File: config.mk
export PLATFORM = sky130hd
export DESIGN_NAME = servo_motion_sequencer
export DESIGN_NICKNAME = d
export VERILOG_FILES = /design/src/rtl/servo_pkg.sv /design/src/rtl/servo_slew_axis.sv /design/src/rtl/servo_motion_sequencer.sv
export SDC_FILE = /design/constraint.sdc
export NUM_CORES = 1
export LEC_CHECK = 0
export ABC_AREA = 1
export CORE_MARGIN = 4
export CORE_UTILIZATION = 55
export DETAILED_ROUTE_END_ITERATION = 10
export PLACE_DENSITY_LB_ADDON = 0.2
export SETUP_SLACK_MARGIN = 0.02
export SLEW_MARGIN = 20
export SYNTH_ARGS = -nofsm -noshare
export SYNTH_HDL_FRONTEND = slang
export SYNTH_SLANG_ARGS = --single-unit
File: constraint.sdc
create_clock -name clk -period 3.7 [get_ports clk]
set_input_delay 0.37 -clock clk [delete_from_list [all_inputs] [get_ports clk]]
set_output_delay 0.37 -clock clk [all_outputs]
set_load 0.01 [all_outputs]
File: src/rtl/servo_pkg.sv
// Shared types and constants for the servo motion sequencer.
package servo_pkg;

   localparam int unsigned SERVO_COUNT = 4;
   localparam int unsigned MAX_ANGLE   = 180;
   localparam int unsigned ANGLE_W     = 8;
   localparam int unsigned SERVO_IDX_W = 2;

   typedef logic [ANGLE_W-1:0] angle_t;

   typedef enum logic [1:0] {
      IDLE,
      UPDATE,
      LOAD
   } seq_state_t;

   typedef struct packed {
      logic [SERVO_IDX_W-1:0] servo;
      angle_t                 angle;
   } servo_cmd_t;

   function automatic angle_t clamp_angle(input angle_t a);
      return (a > angle_t'(MAX_ANGLE)) ? angle_t'(MAX_ANGLE) : a;
   endfunction

endpackage

File: src/rtl/servo_slew_axis.sv
// One servo axis: clamped target register and a current angle that slews
// toward it by at most STEP_DEG on each update strobe.
module servo_slew_axis
   import servo_pkg::*;
#(
   parameter int unsigned STEP_DEG   = 1,
   parameter int unsigned INIT_ANGLE = 90
) (
   input  logic       clk,
   input  logic       rst,
   input  logic       update,
   input  logic       wr_en,
   input  logic [7:0] wr_angle,
   output logic [7:0] current,
   output logic       changed,
   output logic       moving
);

   localparam logic [8:0] STEP_MAG = 9'(STEP_DEG);
   localparam angle_t     INIT_VAL = angle_t'(INIT_ANGLE);

   angle_t            target_q;
   angle_t            current_q;
   angle_t            current_d;
   logic signed [8:0] diff_c;
   logic        [8:0] mag_c;
   logic        [8:0] step_c;

   // Bounded step toward the target; never overshoots because step <= |diff|.
   always_comb begin
      diff_c    = $signed({1'b0, target_q}) - $signed({1'b0, current_q});
      mag_c     = diff_c[8] ? 9'(-diff_c) : 9'(diff_c);
      step_c    = (mag_c < STEP_MAG) ? mag_c : STEP_MAG;
      current_d = current_q;
      if (diff_c > 0) begin
         current_d = current_q + 8'(step_c);
      end else if (diff_c < 0) begin
         current_d = current_q - 8'(step_c);
      end
   end

   always_ff @(posedge clk or posedge rst) begin
      if (rst) begin
         target_q  <= INIT_VAL;
         current_q <= INIT_VAL;
      end else begin
         if (update) begin
            current_q <= current_d;
         end
         if (wr_en) begin
            target_q <= clamp_angle(wr_angle);
         end
      end
   end

   assign current = current_q;
   assign moving  = (diff_c != 9'sd0);
   assign changed = update && moving;

endmodule

File: src/rtl/servo_motion_sequencer.sv
// Frame-paced slew controller feeding four angles and a load strobe to the
// PWM servo block.
module servo_motion_sequencer
   import servo_pkg::*;
#(
   parameter int unsigned FRAME_CYCLES = 1000000,
   parameter int unsigned STEP_DEG     = 1,
   parameter int unsigned INIT_ANGLE   = 90
) (
   input  logic       clk,
   input  logic       rst,
   input  logic       cmd_valid,
   output logic       cmd_ready,
   input  logic [1:0] cmd_servo,
   input  logic [7:0] cmd_angle,
   output logic [7:0] angle1,
   output logic [7:0] angle2,
   output logic [7:0] angle3,
   output logic [7:0] angle4,
   output logic       nextangle,
   output logic       busy
);

   localparam int unsigned     CNT_W    = (FRAME_CYCLES > 1) ? $clog2(FRAME_CYCLES) : 1;
   localparam logic [CNT_W-1:0] CNT_LAST = CNT_W'(FRAME_CYCLES - 1);

   logic [CNT_W-1:0]       cnt_q;
   logic                   tick_c;
   seq_state_t             state_q;
   logic                   load_pending_q;
   logic                   nextangle_q;
   logic                   cmd_ready_q;
   logic                   cmd_fire_c;
   logic                   update_c;
   servo_cmd_t             cmd_c;
   angle_t                 cur_c     [SERVO_COUNT];
   logic [SERVO_COUNT-1:0] changed_c;
   logic [SERVO_COUNT-1:0] moving_c;

   assign tick_c     = (cnt_q == CNT_LAST);
   assign cmd_c      = '{servo: cmd_servo, angle: cmd_angle};
   assign cmd_fire_c = cmd_valid && cmd_ready_q;
   // Angles step on the edge entering UPDATE so they settle a cycle before LOAD.
   assign update_c   = (state_q == IDLE) && tick_c;

   // Free-running frame counter, independent of the FSM.
   always_ff @(posedge clk or posedge rst) begin
      if (rst) begin
         cnt_q <= '0;
      end else begin
         cnt_q <= tick_c ? '0 : cnt_q + CNT_W'(1);
      end
   end

   for (genvar g = 0; g < SERVO_COUNT; g++) begin : g_axis
      servo_slew_axis #(
         .STEP_DEG   (STEP_DEG),
         .INIT_ANGLE (INIT_ANGLE)
      ) u_axis (
         .clk      (clk),
         .rst      (rst),
         .update   (update_c),
         .wr_en    (cmd_fire_c && (cmd_c.servo == SERVO_IDX_W'(g))),
         .wr_angle (cmd_c.angle),
         .current  (cur_c[g]),
         .changed  (changed_c[g]),
         .moving   (moving_c[g])
      );
   end

   always_ff @(posedge clk or posedge rst) begin
      if (rst) begin
         state_q        <= IDLE;
         load_pending_q <= 1'b1;
         nextangle_q    <= 1'b0;
         cmd_ready_q    <= 1'b0;
      end else begin
         nextangle_q <= 1'b0;
         cmd_ready_q <= 1'b1;
         case (state_q)
            IDLE: begin
               if (tick_c) begin
                  state_q     <= UPDATE;
                  cmd_ready_q <= 1'b0;
                  if (|changed_c) begin
                     load_pending_q <= 1'b1;
                  end
               end
            end
            UPDATE: begin
               if (load_pending_q) begin
                  state_q     <= LOAD;
                  nextangle_q <= 1'b1;
               end else begin
                  state_q <= IDLE;
               end
            end
            LOAD: begin
               state_q        <= IDLE;
               load_pending_q <= 1'b0;
            end
            default: state_q <= IDLE;
         endcase
      end
   end

   assign cmd_ready = cmd_ready_q;
   assign nextangle = nextangle_q;
   assign busy      = |moving_c;
   assign angle1    = cur_c[0];
   assign angle2    = cur_c[1];
   assign angle3    = cur_c[2];
   assign angle4    = cur_c[3];

endmodule

==> out/results.txt <==
Number of detailed-route iterations in the first pass = 5
Syn Area/Cell = 6.756 µm²
Clock power frac = 26.5%
Crit-path most repeated cell = nand2_1
GRT Total Usage = 25.53%
DRC = 0
CP max FO = 3
Synth cell types = 45
Die height = 127.1 µm
Layout cells sized above 1 = 29.21%
Leakage power = 0.005476 µW
Detailed Route Iter0 Violations = 534
DRT antenna net count = 0
Max_cap viols = 0
Net Sw Power = 1328 µW
EDFF count, synth = 0
Area growth syn-to-layout = 36.33%
Cell count after synthesis = 1155
Placed Area = 9325 µm²
Synthesis warning total = 0
Count of state elements after synthesis = 89
Slew headroom = 36.93%
Placed insts = 1479
Net count, final = 1427
Seq pwr share = 29.4%
Worst Skew = 0.005803 ns
Hold_buf cts = 0
Starting Density = 56.22%
Hold Violations, Final = 0
Vias per inst = 5.241
Vias in the first global route = 7542
Crit Path Class = reg -> reg
Crit path launch type = flip-flop
VDD IR max = 0.2392 mV
DP Worst Slack = -0.2150 ns
Fin. max-slew vios = 0
Comb pwr share = 44.1%
Core Area = 13880 µm²
Main synth FF type = dfrtp_1
Internal power = 2382 µW
Port Buffer Count = 47
Critical path capture point type = flip-flop
Clk sinks = 89
Final Cell Area = 10640 µm²
FMAX = 252.5 MHz
Failing checks = negative setup slack
Die Area = 16160 µm²
R2R Setup Slk = -0.26 ns
Slowest CP cell = fa_2
Maximum buffer depth of the clock tree = 2
Highest-count cells in the layout ignoring fill and taps = nand2_1, inv_1, buf_4, nor2_1, nand3_1
Max incr delay on CP = 0.54 ns
Hpwl dp = 15220 µm
Finished Layout Cells = 1522
Synth top area share = 17.96%
Post-synthesis sequential area ratio = 29.07%
Power Density = 348.7 nW/µm²
Yosys top cell by area = dfrtp_1
Clk slew on worst S/H paths = 0.07 ns
Fillers = 1007
CTS tree = built
Die width = 127.1 µm
Commonest non-fill, non-tap cell in the layout = nand2_1
Crit path arrival time = 4.20 ns
Clock latency at the later pin of the worst-skew pair = 0.34 ns
Worst min path class = reg -> reg
Min Tclk post-route = 3.960 ns
I/O pins = 48
Gr ovfl total = 0
Row count = 43
Final worst-path cycle share = 107.0%
Synth top area cells = dfrtp_1, nand2_1, dfstp_2
Root buffer cell = clkbuf_16
Async set-reset flop share out of synthesis = 100.0%
DR vias = 7977
Avg WL per Cell = 13.90 µm
Slew @ Worst Pin = 0.9450 ns
Syn Std Cell Area = 7804 µm²
Initial antenna violation count = 0
Total CTS buffers = 9
GP Congestion = 0.8787
Global-route wire length before repair = 34380 µm
Largest net degree at the start of global routing = 55
Final worst slack = -0.2604 ns
Sw Ratio = 35.79%
H-tree level count = 3
Final setup fails = 6
Data required, critical path = 3.94 ns
Final Total Pwr = 3710 µW
Diode count = 0
Status = finished, violations left
RSZ-0062 raised after global routing = true
DRT Wirelength = 21150 µm
per-stage QoR:
stage          utilization [%]  hold WS, ns  TNS [ns]
6_report                 76.65       0.4758   -0.6221
2_1_floorplan                -       0.4331         0
3_3_place_gp             67.18       0.4507   -0.4059
3_5_place_dp             67.18       0.4586    -1.142
5_1_grt                  76.65       0.4807    -2.888
4_1_cts                  72.65       0.4668   -0.2529
power groups by stage:
stage          combinational, µW  clock (µW)  sequential (µW)
2_1_floorplan                922           0             1090
3_3_place_gp                1250           0             1100
3_5_place_dp                1280           0             1110
4_1_cts                     1420         993             1090
5_1_grt                     1820        1040             1100
6_report                    1640         983             1090
cell usage after synthesis (2+ instances only):
cell      count
a22o_1        4
or2_2         4
dfrtp_1      56
nor3_2        2
nor4_1        6
nand2_4       4
nand3_2       4
inv_2        10
o21ai_0      53
a21oi_1      35
nand3b_1      7
o21ai_1       3
clkinv_4      2
nor3_1       14
nand4_1      22
a31oi_1      10
inv_1       196
and2_1        4
a211oi_1      2
nand3_1      93
a21oi_2       4
ha_1         69
nand2_1     345
buf_4         2
nor2_2        5
nand2_2      12
xnor2_1      11
nor2_1       98
and3_1        3
o21bai_1      8
fa_1          8
dfstp_2      33
xor2_1       14
critical path, delay by kind of cell, from the launching register on:
| family | cells | cell delay, ns |
|---|---|---|
| compound gates | 5 | 0.65 |
| simple gates | 12 | 1.05 |
| flops | 1 | 0.39 |
| fa+ha+maj | 5 | 1.16 |
| xor+xnor | 1 | 0.14 |
| buf+inv | 7 | 0.46 |
metal layers:
layer / GRT usage (%) / wire length [µm] / vias up / part of all wire, %
li1: - / - / 4049 / -
met1: 34.05 / 9334 / 3731 / 44
met2: 43.87 / 10750 / 164 / 51
met3: 3.554 / 729 / 33 / 3.4
met4: 6.562 / 331 / 0 / 1.6
met5: 0 / 0 / - / 0
registers in the layout (all words and copies together) (netlist names):
name,cells
g_axis.u_axis.current,32
g_axis.u_axis.target_q,32
state_q,2
cnt_q,20
nextangle,1
load_pending_q,1
cmd_ready,1
logic make-up (layout without fill, tap and decap cells):
kind of cell	after synthesis	count (layout)	synth area share [%]
fa+ha+maj	77	77	13.12
compound gates	123	123	8.995
other cells	1	4	0.04805
buf+inv	213	397	10.52
xor+xnor	25	25	2.806
simple gates	627	627	35.45
flops	89	89	29.07
area by class of cell:
| type | count | area [µm²] | area share, % |
|---|---|---|---|
| inverters | 209 | 810.8 | 7.621 |
| flip-flops and latches | 89 | 2268 | 21.32 |
| multi-input cells | 856 | 5540 | 52.08 |
| repair buffers | 172 | 1474 | 13.85 |
| clock buffers | 9 | 225.2 | 2.117 |
| clock inverters | 7 | 95.09 | 0.8938 |
| well taps | 180 | 225.2 | 2.117 |
worst paths after layout:
kind,endpoint,depth (start not counted),start
setup reg to reg,g_axis[3].u_axis.current[7],30,g_axis[3].u_axis.target_q[0]
hold / removal,cnt_q[0],1,cnt_q[0]
setup / recovery,g_axis[3].u_axis.current[7],30,g_axis[3].u_axis.target_q[0]
max in group asynchronous,g_axis[1].u_axis.current[3],3,rst
min in group asynchronous,g_axis[0].u_axis.current[2],2,rst
hold reg to reg,cnt_q[0],1,cnt_q[0]
repair_timing:
action,4_1_cts,5_1_grt
gates resized for setup,82,143
endpoints found under the hold margin,0,0
cloned,0,1
setup endpoints to repair,12,21
pin swaps,84,104
setup buffers,22,19
Note: power is estimated with default switching activity, not from simulation.
